### src/rtl/arm7tdmi_exception_sequencer.sv
// ARM7TDMI exception entry sequencer: MODE -> SPSR -> LR -> VEC register-file writes.
// Optional entry counter enabled by defining EXC_SEQ_STATS_EN.
module arm7tdmi_exception_sequencer (
    input  logic        clk,
    input  logic        rst,
    input  logic        hold,
    input  logic        exc_req,
    input  logic [4:0]  exc_mode,
    input  logic [31:0] exc_vector,
    input  logic [31:0] exc_return_addr,
    input  logic [31:0] cpsr_in,
    output logic        exc_ack,
    output logic        exc_err,
    output logic        busy,
    output logic [31:0] rf_wdata,
    output logic        rf_mode_change,
    output logic        rf_cpsr_write,
    output logic        rf_spsr_write,
    output logic        rf_lr_write,
    output logic        rf_pc_write,
    output logic        pipeline_flush,
    output logic [31:0] exc_count
);

    localparam logic [2:0] ST_IDLE = 3'd0;
    localparam logic [2:0] ST_MODE = 3'd1;
    localparam logic [2:0] ST_SPSR = 3'd2;
    localparam logic [2:0] ST_LR   = 3'd3;
    localparam logic [2:0] ST_VEC  = 3'd4;

    localparam logic [4:0] MODE_FIQ = 5'b10001;
    localparam logic [4:0] MODE_IRQ = 5'b10010;
    localparam logic [4:0] MODE_SVC = 5'b10011;
    localparam logic [4:0] MODE_ABT = 5'b10111;
    localparam logic [4:0] MODE_UND = 5'b11011;

    logic [2:0]  state_q, state_d;
    logic [4:0]  mode_q;
    logic [31:0] vec_q, ret_q, cpsr_q;
    logic        mode_valid;
    logic        idle;
    logic        req_seen;
    logic        accept;

    always_comb begin
        mode_valid = (exc_mode == MODE_FIQ) || (exc_mode == MODE_IRQ) ||
                     (exc_mode == MODE_SVC) || (exc_mode == MODE_ABT) ||
                     (exc_mode == MODE_UND);
    end

    assign idle     = (state_q == ST_IDLE);
    // Reset also masks the combinational handshake so every output reads 0 under rst.
    assign req_seen = exc_req & idle & ~hold & ~rst;
    assign accept   = req_seen & mode_valid;
    assign exc_ack  = accept;
    assign exc_err  = req_seen & ~mode_valid;
    assign busy     = ~idle;

    always_comb begin
        state_d = state_q;
        if (!hold) begin
            case (state_q)
                ST_IDLE: if (accept) state_d = ST_MODE;
                ST_MODE: state_d = ST_SPSR;
                ST_SPSR: state_d = ST_LR;
                ST_LR:   state_d = ST_VEC;
                default: state_d = ST_IDLE;
            endcase
        end
    end

    always_ff @(posedge clk or posedge rst) begin
        if (rst) begin
            state_q <= ST_IDLE;
        end else begin
            state_q <= state_d;
        end
    end

    always_ff @(posedge clk or posedge rst) begin
        if (rst) begin
            mode_q <= '0;
            vec_q  <= '0;
            ret_q  <= '0;
            cpsr_q <= '0;
        end else if (accept) begin
            mode_q <= exc_mode;
            vec_q  <= exc_vector;
            ret_q  <= exc_return_addr;
            cpsr_q <= cpsr_in;
        end
    end

    // Data follows state even while frozen; only the strobes are gated by hold.
    always_comb begin
        rf_wdata       = '0;
        rf_mode_change = 1'b0;
        rf_cpsr_write  = 1'b0;
        rf_spsr_write  = 1'b0;
        rf_lr_write    = 1'b0;
        rf_pc_write    = 1'b0;
        pipeline_flush = 1'b0;
        case (state_q)
            ST_MODE: begin
                rf_wdata       = {cpsr_q[31:8], 1'b1, cpsr_q[6] | (mode_q == MODE_FIQ),
                                  1'b0, mode_q};
                rf_mode_change = ~hold;
                rf_cpsr_write  = ~hold;
            end
            ST_SPSR: begin
                rf_wdata      = cpsr_q;
                rf_spsr_write = ~hold;
            end
            ST_LR: begin
                rf_wdata    = ret_q;
                rf_lr_write = ~hold;
            end
            ST_VEC: begin
                rf_wdata       = vec_q;
                rf_pc_write    = ~hold;
                pipeline_flush = ~hold;
            end
            default: ;
        endcase
    end

`ifdef EXC_SEQ_STATS_EN
    logic [31:0] count_q;

    always_ff @(posedge clk or posedge rst) begin
        if (rst) begin
            count_q <= '0;
        end else if ((state_q == ST_VEC) && !hold) begin
            count_q <= count_q + 32'd1;
        end
    end

    assign exc_count = count_q;
`else
    assign exc_count = 32'h0;
`endif

endmodule

### config.mk
export PLATFORM = sky130hd
export DESIGN_NAME = arm7tdmi_exception_sequencer
export DESIGN_NICKNAME = d
export VERILOG_FILES = /design/src/rtl/arm7tdmi_exception_sequencer.sv
export SDC_FILE = /design/constraint.sdc
export NUM_CORES = 1
export LEC_CHECK = 0
export CELL_PAD_IN_SITES_DETAIL_PLACEMENT = 0
export CELL_PAD_IN_SITES_GLOBAL_PLACEMENT = 2
export CORE_ASPECT_RATIO = 1.1
export CORE_MARGIN = 2
export CORE_UTILIZATION = 31
export CTS_CLUSTER_DIAMETER = 200
export DETAILED_ROUTE_END_ITERATION = 6
export PLACE_DENSITY = 0.9
export SLEW_MARGIN = 30
export SYNTH_ARGS = -nofsm -noshare
export SYNTH_HDL_FRONTEND = slang
export SYNTH_SLANG_ARGS = --single-unit
### constraint.sdc
create_clock -name clk -period 19.1 [get_ports clk]
set_input_delay 5.73 -clock clk [delete_from_list [all_inputs] [get_ports clk]]
set_output_delay 5.73 -clock clk [all_outputs]
set_load 0.02 [all_outputs]
---- Word-level counts from Yosys, hierarchy flattened ----
Index checks and enable logic that the tools add are counted.
W data, S select, Z words.
cells by class
  add/sub/neg operators ................... 0
  reduce and logical (&&, ||, !) cells .... 6
  muxes and demuxes ....................... 7
  shift operators ......................... 0
  magnitude comparators ................... 0
  bitwise logic cells ..................... 10
  eq/ne operators ......................... 11
  divide/modulo/power cells ............... 0
  multipliers ............................. 0
operators with widths
  kind                  number
  $pmux W32 S4          1
  $eq A5 B5 Y1 const B  6
  $pmux W3 S4           1
  $eq A3 B2 Y1 const B  2
  $and A1 B1 Y1         5
  $logic_or A1 B1 Y1    4
  $mux W1               4
  $not A1 Y1            4
  $eq A3 B1 Y1 const B  1
  $eq A3 B3 Y1 const B  1
  $logic_not A3 Y1      1
  $mux W3               1
  $ne A2 B2 Y1 const B  1
  $reduce_and A2 Y1     1
  $or A1 B1 Y1          1
word-level totals
  memory bits (writable) .................. 0
  memories ................................ 0
  input bits .............................. 105
  ROM bits ................................ 0
  bits in registers ....................... 104
  logic and storage cells ................. 39
  latch bits .............................. 0
  output and inout bits ................... 73

---- Longest topological paths before layout ----
Gate-level depths: netlist (run 1).
  word-level depth ........................ 8
  depth in mapped cells ................... 8
  depth with buffers taken out ............ 4

---- Worst setup path after synthesis (run 1) ----
OpenSTA, ideal clock, no wires.
  path kind ............................... in2out
  start point ............................. input rst
  end point ............................... output exc_ack
  path slack .............................. 4.394 ns
  arrival ................................. 8.976 ns
  data required time ...................... 13.370 ns
  stages on the path ...................... 5
  buffers on the path ..................... 2
  path through ............................ inv_1 -> nand3_1 -> a211oi_2 -> buf_4 -> buf_6
between the ends
  word-level cells in the longest chain between the ends .. 3
ends and longest elaborated chain
  element        RTL line  source
  from (decl)    5         input logic rst,
  $not A1 Y1     53        assign req_seen = exc_req & idle & ~hold & ~rst;
  $and A1 B1 Y1  53
  $and A1 B1 Y1  54        assign accept = req_seen & mode_valid;
  to (decl)      12        output logic exc_ack,
Every way passes these cells.

---- Final worst setup path (run 1) ----
Ends and elaborated chain as after synthesis.

==> out/summary.txt, run 1 <==
status - finished clean
worst-path maximum fanout - 56
Post-Layout Inst Area - 6780 um^2
gr ovfl total - 0
Worst setup SP type - input pin
WL per Instance - 17.0 um
Clock Path Buffers - 2
CP Class - input pin to output port
Slew Viols, Final - 0
leakage - 3.03 nW
# DRC - 0
die area - 17200 um^2
Post-DRT Antenna Nets - 0
ys flop type - dfrtp_1
mapped cell area - 5020 um^2
FP Rows - 48
area delta synth->final - 35.0%
P_sw - 0.000296 W
setup bufs post-CTS - 0
Worst EP arrival - 7.99 ns
Clock power frac - 22.6%
slowest stage delay, CP - 0.66 ns
router iterations before antenna repair - 4
min Tclk post-route - 13.72 ns
Setup TNS - 0 ns
crit end category - output port
Slew HR - 39.7%
pwr dens - 128 nW/um^2
# hold bufs at CTS - 0
dpl ws - 5.30 ns
Initial Util - 31.8%
vias in the first global route - 3780
asr flop ratio synth - 100%
critical path cell sequence - clkdlybuf4s50_1 > inv_4 > nand3_1 > a211oi_4 > clkdlybuf4s50_1
layout cell share with drive strength beyond 1 - 12.7%
final worst slack - 5.38 ns
vias post-DR - 3561
combinational power share - 36.9%
hold violation total from the final report - 0
clk_skew - 0.00734 ns
VDD IR-drop max - 0.0478 mV
largest net degree at the start of global routing - 61
Diodes inserted - 0
antenna violations before repair - 1
final setup violation count - 0
Max Freq - 72.9 MHz
WL final - 12600 um
Tot GR Track Use - 14.9%
Area contributors post-synth - dfrtp_1, mux2_1, mux2_2
Ys Warns - 0
sequential fraction of the synthesis area - 51.8%
DP Wirelength - 8940 um
die height - 137 um
Post-Syn Instances - 411
worst-margin pin slew - 0.903 ns
post-synthesis cell type count - 30
Post-Syn Area per Cell - 12.2 um^2
Placed Area - 6470 um^2
clk root buf - clkbuf_16
H-tree depth - 3
Die Span X - 125 um
Placer Congestion - 0.745
CTS tree - yes
internal power - 0.000574 W
PortBufs - 145
CORE AREA - 15800 um^2
Clk Latency, worst-skew pair - 0.35 ns
CTS-repair resized insts - 0
Final Cycle Share - 71.9%
Post-synth EDFFs - 0
total power - 0.000869 W
slowest CP cell - clkdlybuf4s50_1
CP dominant cell by count - clkdlybuf4s50_1
Hold WC Path Type - flip-flop to flip-flop
Post-layout nets - 646
post-synth top area share - 51.8%
first-pass GRT wire length - 19900 um
Switching Fraction - 34.0%
Via density - 4.78
Starting DRT DRC Count - 172
max_cap viols - 0
RSZ-0062 raised after global routing - no
WHS - 0.487 ns
CTS Buf Count - 9
Critical Path RT - 13.37 ns
Flop pwr share - 40.5%
Ports - 178
Worst-path clk slew - 0.07 ns
leading area contributor after synthesis - dfrtp_1
Num Clock Sinks - 104
Synth Register Bits - 104
-- cell type report --
cell class              count  area, um^2
fillers                  1510        9020
clock inverters             5        82.6
well taps                 200         250
inverters                   2        10.0
clock buffers              10         229
flip-flops and latches    104        2600
repair buffers            150        1490
multi-input cells         274        2120
-- cell usage in the layout, fill, tap and decap left out, types with 2 or more instances in the layout --
cell type,count
a21oi_1,4
a22oi_1,29
buf_4,5
bufinv_16,2
clkbuf_16,9
clkdlybuf4s50_1,145
clkinv_4,2
conb_1,32
dfrtp_1,104
mux2_1,67
mux2_2,44
mux2i_1,3
nand2_1,34
nand2b_1,3
nand3_1,2
nor2_1,5
nor2b_1,3
nor3_1,3
o21ai_0,33
or2_2,2
-- through the flow --
stage / instances / util (%)
finish: 745 / 42.9
global route: 745 / 42.9
CTS: 745 / 42.9
detailed placement: 730 / 40.9
global placement: 730 / 40.9
floorplan: 442 / -
-- cell families (layout without fill, tap and decap cells) --
family	Yosys count	after routing	synth area share [%]
compound gates	71	71	8.90
other cells	1	32	0.0747
buf+inv	64	167	8.62
flops	104	104	51.8
mux	114	114	25.5
simple gates	57	57	5.06
-- Yosys cell counts (all sizes together) (2+ instances only) --
library cell,number
nor2,6
nor2b,3
mux2i,3
a22oi,29
mux2,111
inv,2
buf,51
nand2b,3
clkbuf,11
dfrtp,104
nand3,2
nand2,34
o21ai,33
a21oi,4
nor3,3
or2,2
-- path summary, 6_finish.rpt --
check                           start        end  slack, ns  depth (start not counted)
setup / recovery                  rst    exc_ack       5.38                          5
hold / removal              vec_q[17]  vec_q[17]       0.49                          1
setup reg to reg           state_q[2]  vec_q[22]      15.48                          7
hold reg to reg             vec_q[17]  vec_q[17]       0.49                          1
max in group asynchronous         rst   vec_q[2]      12.13                          3
min in group asynchronous         rst  vec_q[29]       5.83                          2
-- per-layer routing --
metal	up-vias	part of all wire (%)	global-route usage, %
met5	-	0.10	0
met4	2	1.8	5.86
met3	16	6.5	3.50
met2	129	49	25.4
met1	1765	43	18.4
li1	1649	-	-
-- power by group through the flow --
stage / logic [W] / registers (W) / clock network [W]
2_1_floorplan: 0.000211 / 0.000332 / 0
3_3_place_gp: 0.000320 / 0.000351 / 0
3_5_place_dp: 0.000324 / 0.000357 / 0
4_1_cts: 0.000326 / 0.000352 / 0.000203
5_1_grt: 0.000347 / 0.000364 / 0.000211
6_report: 0.000321 / 0.000352 / 0.000197
-- flip-flops by register name (all words and copies together), names as in the netlist --
signal	flops
ret_q	32
mode_q	5
state_q	3
cpsr_q	32
vec_q	32
-- worst max-delay path, delay by kind of cell --
kind	cells	cell delay [ns]
compound gates	1	0.35
buf+inv	3	1.60
simple gates	1	0.26
Power figures use the tool's default switching activity.
==> inputs of run 2 (changes only) <==
- CORE_UTILIZATION: 31 -> 28
- PLACE_DENSITY: 0.9 -> 0.82
- clock period: 19.1 -> 14 ns (I/O delays scaled with it)
==> run 2 against run 1 <==
  * Setup slack lost 2.1 ns
  * Largest power group unchanged
  * Combinational power increased by 39%
  * Wire length rose by 5.5%
  * Critical path type unchanged
  * Core utilization fell by 4.1 points
  * Largest cell class unchanged
==> out/summary.txt, run 2 (synthesis gave the netlist of run 1 again) <==
Diodes inserted - 0 (unchanged)
Reg-to-Reg Start - state_q[1] (was state_q[2])
Num Clock Sinks - 104 (unchanged)
vias in the first global route - 3758 (was 3780)
reg2reg setup slack - 10.50 ns (was 15.48 ns)
max_cap viols - 0 (unchanged)
WL per Instance - 17.0 um (about the same)
Final Cycle Share - 76.3%
# hold bufs at CTS - 0 (unchanged)
worst hold stages - 1 (unchanged)
die height - 144 um (was 137 um)
Buffers & Inverters on Critical Path - 3 (unchanged)
Setup TNS - 0 ns (unchanged)
leakage - 3.04 nW (was 3.03 nW)
RSZ-0062 raised after global routing - no (unchanged)
Hold WC Path Type - flip-flop to flip-flop (unchanged)
area delta synth->final - 36.2% (was 35.0%)
combinational power share - 37.2% (was 36.9%)
min Tclk post-route - 10.68 ns
Worst-path clk slew - 0.07 ns (about the same)
status - finished clean (unchanged)
H-tree depth - 3 (unchanged)
Top Family by Delay on Critical Path - buffers and inverters (unchanged)
crit end category - output port (unchanged)
CTS Buf Count - 9 (unchanged)
Critical Path RT - 9.80 ns (was 13.37 ns)
critical path cell sequence - clkdlybuf4s50_1 > inv_4 > nand3_1 > a211oi_4 > clkdlybuf4s50_1 (unchanged)
Clock power frac - 23.1% (was 22.6%)
CTS-repair resized insts - 0 (unchanged)
setup bufs post-CTS - 0 (unchanged)
Post-DRT Antenna Nets - 0 (unchanged)
slowest stage delay, CP - 0.66 ns (about the same)
WL final - 13300 um (was 12600 um)
largest net degree at the start of global routing - 66 (was 61)
Initial Util - 28.5% (was 31.8%)
hold violation total from the final report - 0 (unchanged)
Via density - 4.56 (was 4.78)
# DRC - 0 (unchanged)
Clock Path Buffers - 2 (unchanged)
worst-margin pin slew - 0.941 ns (was 0.903 ns)
area occupied by multi-input gates - 2120 um^2 (unchanged)
first-pass GRT wire length - 20600 um (was 19900 um)
final setup violation count - 0 (unchanged)
router iterations before antenna repair - 4 (unchanged)
Placer Congestion - 0.765 (was 0.745)
CP Class - input pin to output port (unchanged)
register area - 2600 um^2 (unchanged)
antenna violations before repair - 1 (unchanged)
WHS Endpoint - vec_q[7] (was vec_q[17])
Flop pwr share - 39.7% (was 40.5%)
Worst setup SP type - input pin (unchanged)
Worst EP arrival - 6.48 ns (was 7.99 ns)
final std cells w/o fill - 784 (was 745)
most common cell after layout, fill and taps aside - clkdlybuf4s50_1 (unchanged)
Worst Reg2Reg Path Length in Cells - 6 (was 7)
DP Wirelength - 9230 um (was 8940 um)
CORE AREA - 17600 um^2 (was 15800 um^2)
FP Rows - 51 (was 48)
Switching Fraction - 34.6% (was 34.0%)
Tot GR Track Use - 14.1% (was 14.9%)
worst-path maximum fanout - 51 (was 56)
clk root buf - clkbuf_16 (unchanged)
internal power - 0.000784 W (was 0.000574 W)
pwr dens - 175 nW/um^2 (was 128 nW/um^2)
die area - 19000 um^2 (was 17200 um^2)
PortBufs - 145 (unchanged)
Post-layout nets - 646 (unchanged)
P_sw - 0.000414 W (was 0.000296 W)
fin util - 38.8% (was 42.9%)
clk_skew - 0.00777 ns (was 0.00734 ns)
Max Freq - 93.6 MHz
Ports - 178 (unchanged)
R2R Path End - vec_q[20] (was vec_q[22])
Largest regs - cpsr_q x32, ret_q x32, vec_q x32 (unchanged)
slowest CP cell - clkdlybuf4s50_1 (unchanged)
CTS tree - yes (unchanged)
gr ovfl total - 0 (unchanged)
Slew HR - 37.1% (was 39.7%)
layout cell share with drive strength beyond 1 - 13.0% (was 12.7%)
filler cell count - 1740 (was 1510)
CP dominant cell by count - clkdlybuf4s50_1 (unchanged)
Clk Latency, worst-skew pair - 0.35 ns (about the same)
hold wc startpoint - vec_q[7] (was vec_q[17])
Inst Count DP - 768 (was 730)
Slew Viols, Final - 0 (unchanged)
VDD IR-drop max - 0.0895 mV (was 0.0478 mV)
Starting DRT DRC Count - 151 (was 172)
most frequent cells in the layout - clkdlybuf4s50_1, dfrtp_1, mux2_1 (unchanged)
Die Span X - 132 um (was 125 um)
vias post-DR - 3573 (was 3561)
## run 2: cell types whose count changed in the layout (fill, tap and decap cells not counted), sizes merged
cell / previous run / this run
clkbuf: 10 / 9
inv: 2 / 3
clkinvlp: 0 / 1
## run 2: final cells by class
type / instances / share of cell area, %
Clock buffer: 9 / 3.29
Timing Repair Buffer: 150 / 21.8
Clock inverter: 7 / 1.39
Sequential cell: 104 / 38.1
Inverter: 2 / 0.146
Tap cell: 238 / 4.36
Multi-Input combinational cell: 274 / 31.0
## run 2: how the worst max path moves through the flow
stage               endpoint  start  cells past startpoint
floorplan            exc_ack    rst                      5
global placement     exc_ack    rst                      5
detailed placement   exc_ack    rst                      5
CTS                  exc_ack    rst                      5
global route         exc_ack    rst                      5
finish               exc_ack    rst                      5
## run 2: power by group through the flow
stage | sequential [W] | combinational, W | clock (W)
after floorplan | 0.000452 | 0.000287 | 0
after global placement | 0.000475 | 0.000445 | 0
after detailed placement | 0.000482 | 0.000452 | 0
after CTS | 0.000476 | 0.000454 | 0.000286
after global routing | 0.000491 | 0.000484 | 0.000296
final | 0.000476 | 0.000445 | 0.000276
## run 2: stage by stage
step	setup slack, ns	cell area (um^2)	power, W	hold WS, ns
6_report	3.32	6840	0.00120	0.487
5_1_grt	3.13	6840	0.00127	0.497
4_1_cts	3.21	6840	0.00122	0.490
3_5_place_dp	3.21	6520	0.000934	0.473
3_3_place_gp	3.25	6520	0.000920	0.464
2_1_floorplan	2.35	5140	0.000740	0.450
## run 2: worst reg2reg max path, delay by kind of cell, from the launching register on
family	cells	cell delay, ns
compound gates	1	0.35
buf+inv	2	1.25
flops	1	0.71
mux	1	0.47
simple gates	2	0.60
## run 2: metal layers
layer / share of wire [%] / GRT usage [%]
met4: 1.6 / 5.26
met1: 44 / 17.6
met5: 0.12 / 0
met2: 49 / 23.4
met3: 5.4 / 4.10
